`src/rtl/float_to_fixed_conv.sv`:
```
// IEEE-754 single to 32-bit two's-complement fixed point converter with a run-time
// fractional-bit count; the magnitude is shifted at most SHIFT_STEP bits per cycle.
module float_to_fixed_conv #(
  parameter int SHIFT_STEP = 4
) (
  input  logic        clk,
  input  logic        rst,
  input  logic        in_valid,
  output logic        in_ready,
  input  logic [31:0] float_in,
  input  logic [4:0]  fixpointpos,
  output logic        out_valid,
  input  logic        out_ready,
  output logic [31:0] fixed_out,
  output logic        overflow,
  output logic        invalid
);

  localparam logic [2:0] IDLE   = 3'd0;
  localparam logic [2:0] SETUP  = 3'd1;
  localparam logic [2:0] SHIFT  = 3'd2;
  localparam logic [2:0] FINISH = 3'd3;
  localparam logic [2:0] HOLD   = 3'd4;

  localparam logic [7:0]  STEP    = 8'(SHIFT_STEP);
  localparam logic [31:0] POS_SAT = 32'h7FFF_FFFF;
  localparam logic [31:0] NEG_SAT = 32'h8000_0000;

  logic [2:0]  state;
  logic        sign_q;
  logic [7:0]  exp_q;
  logic [22:0] frac_q;
  logic [4:0]  fpp_q;
  logic [31:0] mag_q;
  logic [7:0]  rem_q;
  logic        left_q;
  logic        sat_q;
  logic        zero_q;
  logic        ovf_q;
  logic        inv_q;

  logic signed [9:0] sh;
  logic [7:0]  sh_abs;
  logic        cls_nan;
  logic        cls_sat;
  logic        cls_zero;
  logic        cls_exact_min;
  logic        cls_normal;
  logic [7:0]  step_amt;
  logic [31:0] mag_shifted;
  logic [31:0] result;

  assign in_ready = (state == IDLE);

  // Classify the captured operand; priority order matters because exp = 255 also
  // produces a large shift distance and must never reach the range checks.
  always_comb begin
    sh = $signed({2'b00, exp_q}) - 10'sd150 + $signed({5'b00000, fpp_q});
    sh_abs = sh[9] ? 8'(-sh) : 8'(sh);
    cls_nan = 1'b0;
    cls_sat = 1'b0;
    cls_zero = 1'b0;
    cls_exact_min = 1'b0;
    cls_normal = 1'b0;
    if (exp_q == 8'hFF) begin
      if (frac_q != 23'd0) begin
        cls_nan = 1'b1;
        cls_zero = 1'b1;
      end else begin
        cls_sat = 1'b1;
      end
    end else if (exp_q == 8'h00) begin
      cls_zero = 1'b1;
    end else if (sh < -10'sd23) begin
      cls_zero = 1'b1;
    end else if (sh >= 10'sd8) begin
      if (sign_q && (sh == 10'sd8) && (frac_q == 23'd0)) begin
        cls_exact_min = 1'b1;
      end else begin
        cls_sat = 1'b1;
      end
    end else begin
      cls_normal = 1'b1;
    end
  end

  always_comb begin
    step_amt = (rem_q < STEP) ? rem_q : STEP;
    mag_shifted = left_q ? (mag_q << step_amt) : (mag_q >> step_amt);
  end

  always_comb begin
    if (zero_q) begin
      result = 32'd0;
    end else if (sat_q) begin
      result = sign_q ? NEG_SAT : POS_SAT;
    end else begin
      result = sign_q ? (~mag_q + 32'd1) : mag_q;
    end
  end

  always_ff @(posedge clk or posedge rst) begin
    if (rst) begin
      state     <= IDLE;
      sign_q    <= 1'b0;
      exp_q     <= 8'd0;
      frac_q    <= 23'd0;
      fpp_q     <= 5'd0;
      mag_q     <= 32'd0;
      rem_q     <= 8'd0;
      left_q    <= 1'b0;
      sat_q     <= 1'b0;
      zero_q    <= 1'b0;
      ovf_q     <= 1'b0;
      inv_q     <= 1'b0;
      out_valid <= 1'b0;
      fixed_out <= 32'd0;
      overflow  <= 1'b0;
      invalid   <= 1'b0;
    end else begin
      case (state)
        IDLE: begin
          if (in_valid) begin
            sign_q   <= float_in[31];
            exp_q    <= float_in[30:23];
            frac_q   <= float_in[22:0];
            fpp_q    <= fixpointpos;
            overflow <= 1'b0;
            invalid  <= 1'b0;
            state    <= SETUP;
          end
        end
        SETUP: begin
          sat_q  <= cls_sat;
          zero_q <= cls_zero;
          ovf_q  <= cls_sat;
          inv_q  <= cls_nan;
          mag_q  <= cls_exact_min ? NEG_SAT : {8'h00, 1'b1, frac_q};
          rem_q  <= cls_normal ? sh_abs : 8'd0;
          left_q <= ~sh[9];
          state  <= (cls_normal && (sh_abs != 8'd0)) ? SHIFT : FINISH;
        end
        SHIFT: begin
          mag_q <= mag_shifted;
          rem_q <= rem_q - step_amt;
          if (rem_q == step_amt) begin
            state <= FINISH;
          end
        end
        FINISH: begin
          fixed_out <= result;
          overflow  <= ovf_q;
          invalid   <= inv_q;
          out_valid <= 1'b1;
          state     <= HOLD;
        end
        HOLD: begin
          if (out_ready) begin
            out_valid <= 1'b0;
            state     <= IDLE;
          end
        end
        default: begin
          state <= IDLE;
        end
      endcase
    end
  end

endmodule

```
`config.mk`:
```
export PLATFORM = sky130hd
export DESIGN_NAME = float_to_fixed_conv
export DESIGN_NICKNAME = d
export VERILOG_FILES = /design/src/rtl/float_to_fixed_conv.sv
export SDC_FILE = /design/constraint.sdc
export NUM_CORES = 1
export LEC_CHECK = 0
export BUFFER_PORTS_ARGS = -buffer_cell sky130_fd_sc_hd__buf_2
export CAP_MARGIN = 20
export CORE_ASPECT_RATIO = 2
export CORE_MARGIN = 2
export CORE_UTILIZATION = 25
export CTS_BUF_LIST = sky130_fd_sc_hd__clkbuf_8
export CTS_CLUSTER_DIAMETER = 40
export DETAILED_ROUTE_END_ITERATION = 6
export PLACE_DENSITY = 0.42
export SLEW_MARGIN = 20
export SYNTH_ARGS = -nofsm -noshare
export SYNTH_HDL_FRONTEND = slang
export SYNTH_SLANG_ARGS = --single-unit
```
`constraint.sdc`:
```
create_clock -name clk -period 8.4 [get_ports clk]
set_clock_uncertainty 0.05 [all_clocks]
set_input_delay 1.26 -clock clk [delete_from_list [all_inputs] [get_ports clk]]
set_output_delay 1.26 -clock clk [all_outputs]
set_load 0.01 [all_outputs]
```
==> reports/metrics.cfg <==
[cts]
htree_levels=4
cts_resized=0
root_buffer=clkbuf_8
cts_sinks=119
clk_latency_ps=480
clockBufferDepth=2
hold_buffers=0
cts_tree=yes
cts.clk_slew.worst_paths_ps=80
cts_buffers=17
postCtsSetupBuffers=0

[synth]
synth_edf_count=0
ys_warn_count=0
synth-seq-cells=119
async_reset_ff_share_pct=100.0
synthFlopType=dfrtp_1
synth.net_count=1012
seq_area_frac_synth_pct=34.93
syn_inst=960
yosysUniqueCellTypes=73
synth_area_per_cell_um2=8.881
syn_area_um2=8526

[finish]
nets=1045
syn_to_final_growth_pct=14.02
multiInputGateArea_um2=5122
regArea_um2=2979
layout_commonest_cell=nand2_1
nFillCells=3590
final_cell_mix=nand2_1, dfrtp_1, nor2_1
design_area_um2=9721
drive_gt1_share_pct=23.26
fin_util_pct=28.90
final_cell_count_no_fill=1443

[worst_hold_path]
worstHoldEndpoint=fixed_out[31]
hold_depth=2
min_from=fixed_out[31]
hp-class=reg2reg

[detailed_routing]
via_per_inst=5.337
wl_per_cell_um=21.58
routed_wl_mm=31.14
via_count=7702
drt_pass1_iterations=5
antenna_left=0
route.detailed.drc=0
drt-initial-drc-count=575

[worst_setup_path]
crit_chain=ha_1 > xnor2_1 > ha_1 > and2_1 > a221oi_1 > a2bb2oi_2 > a21oi_1 > nor4b_1 > a21oi_2 > buf_4 > a22oi_1 > o21ai_0
path_max_fanout=25
cp-end-kind=flip-flop
r2r_end=mag_q[8]
cp_top_family=compound AO/OA/AOI/OAI gates
r2r_start=exp_q[1]
critPathBufInv=1
rrSetupSlack_ps=4480
crit_path_frequent_cell=ha_1
critPathLaunchType=flip-flop
worstSetupPathType=reg2reg
slowest_stage=a21oi_1
cpPeakStageDelay_ps=670
reg2reg_depth=12
required_ps=8730
cp.arrival_ps=4250

[power_and_ir_drop]
ir_worst_vdd_v=0.0003511
p_total_mw=4.675
p_leak_nw=4.013
power.density_nw_per_um2=480.9

[floorplan]
initial_core_util_pct=25.34
row_count=95
die_w_um=134.6
boundaryPins=77
dieArea_um2=35690
die_h_um=265.2
placeableCoreArea_um2=33640

[grt]
grt_max_degree=74
antenna_found_initial=1
grt_pass1_vias=8155
track_usage_pct=18.04
grt-ovfl-total=0
grt_pass1_wl_mm=48.63

[timing]
max_freq_mhz=255.2
slew_headroom_pct=34.99
final-hold-violation-count=0
rsz0062_at_grt=false
setup_tns_ps=0
period_needed_ps=3918
report.final.slew_viol_count=0
tightestPinTransition_ps=975.1
fin_crit_sh_pct=46.64
worst_slack_ps=4482
hold-worst-slack_ps=420.1
finalSetupViolations=0

[placed_design]
gp_congestion=0.8974
hpwl_mm=22.13
dpl.cell_count=1410
pre_cts_ws_ps=4522
buffer_ports.inserted=76
dpl_cell_area_um2=9353

[run]
maxCapViolCount=0

[run_status]
status=complete, no violations

[cells in the mapped netlist (17+ instances only)]
cell type,number,area [um^2]
nand2_1,136,510.5
dfrtp_1,119,2978
nor2_1,79,296.5
clkbuf_1,74,277.8
o21ai_0,68,340.3
mux2_2,45,506.7
a21oi_1,40,200.2
mux2i_1,28,280.3
mux4_2,26,585.6
xnor2_1,24,210.2
o31ai_1,18,135.1
a22oi_1,17,127.6
[kinds of logic (layout without fill, tap and decap cells)]
kind of cell	Yosys count	in the layout	synth area share, %
AND/OR/NAND/NOR	322	322	17.73
AO/OA/AOI/OAI	258	258	20.47
flip-flops	119	119	34.93
buffers and inverters	113	159	5.224
multiplexers	99	99	16.10
XOR/XNOR	37	37	3.801
adder cells (fa/ha/maj)	11	11	1.702
other	1	2	0.04398
[layout make-up]
cell class / instances / share of cell area [%]
Antenna cell: 1 / 0.02574
Clock buffer: 17 / 2.407
Clock inverter: 15 / 1.352
Inverter: 16 / 0.6436
Multi-Input combinational cell: 728 / 52.70
Sequential cell: 119 / 30.65
Tap cell: 436 / 5.612
Timing Repair Buffer: 111 / 6.616
[worst reg2reg max path, stage by stage, from the launching register on]
cell       delay [ps]
dfrtp_1           440
ha_1              320
xnor2_1           160
ha_1              320
and2_1            180
a221oi_1          550
a2bb2oi_2         170
a21oi_1           670
nor4b_1           190
a21oi_2           180
buf_4             330
a22oi_1           150
o21ai_0           130
[per-layer routing]
layer / share of wire, % / global-route usage [%]
met1: 34 / 17.87
met2: 57 / 34.35
met3: 2.5 / 2.630
met4: 6.1 / 11.41
met5: 0 / 0
[where the power goes]
group / total [mW] / switching, mW / internal, mW
sequential: 1.13 / 0.304 / 0.829
clock: 0.505 / 0.272 / 0.233
combinational: 3.04 / 1.83 / 1.21
[registers in the layout, summed over array words and instances (netlist names), 3 cells and up]
name       count
mag_q         32
fixed_out     32
rem_q          8
fpp_q          5
state          3
frac_q        23
exp_q          8
[how the worst max path moves through the flow]
stage | start | to | slack (ps) | cells past startpoint
after global routing | exp_q[1] | mag_q[17] | 4270 | 12
after CTS | exp_q[1] | mag_q[8] | 4500 | 12
after global placement | exp_q[1] | state[0] | 4630 | 11
after floorplan | rst | exp_q[0] | 3930 | 1
final | exp_q[1] | mag_q[8] | 4480 | 12
after detailed placement | exp_q[1] | mag_q[8] | 4520 | 12
Power figures use the tool's default switching activity.
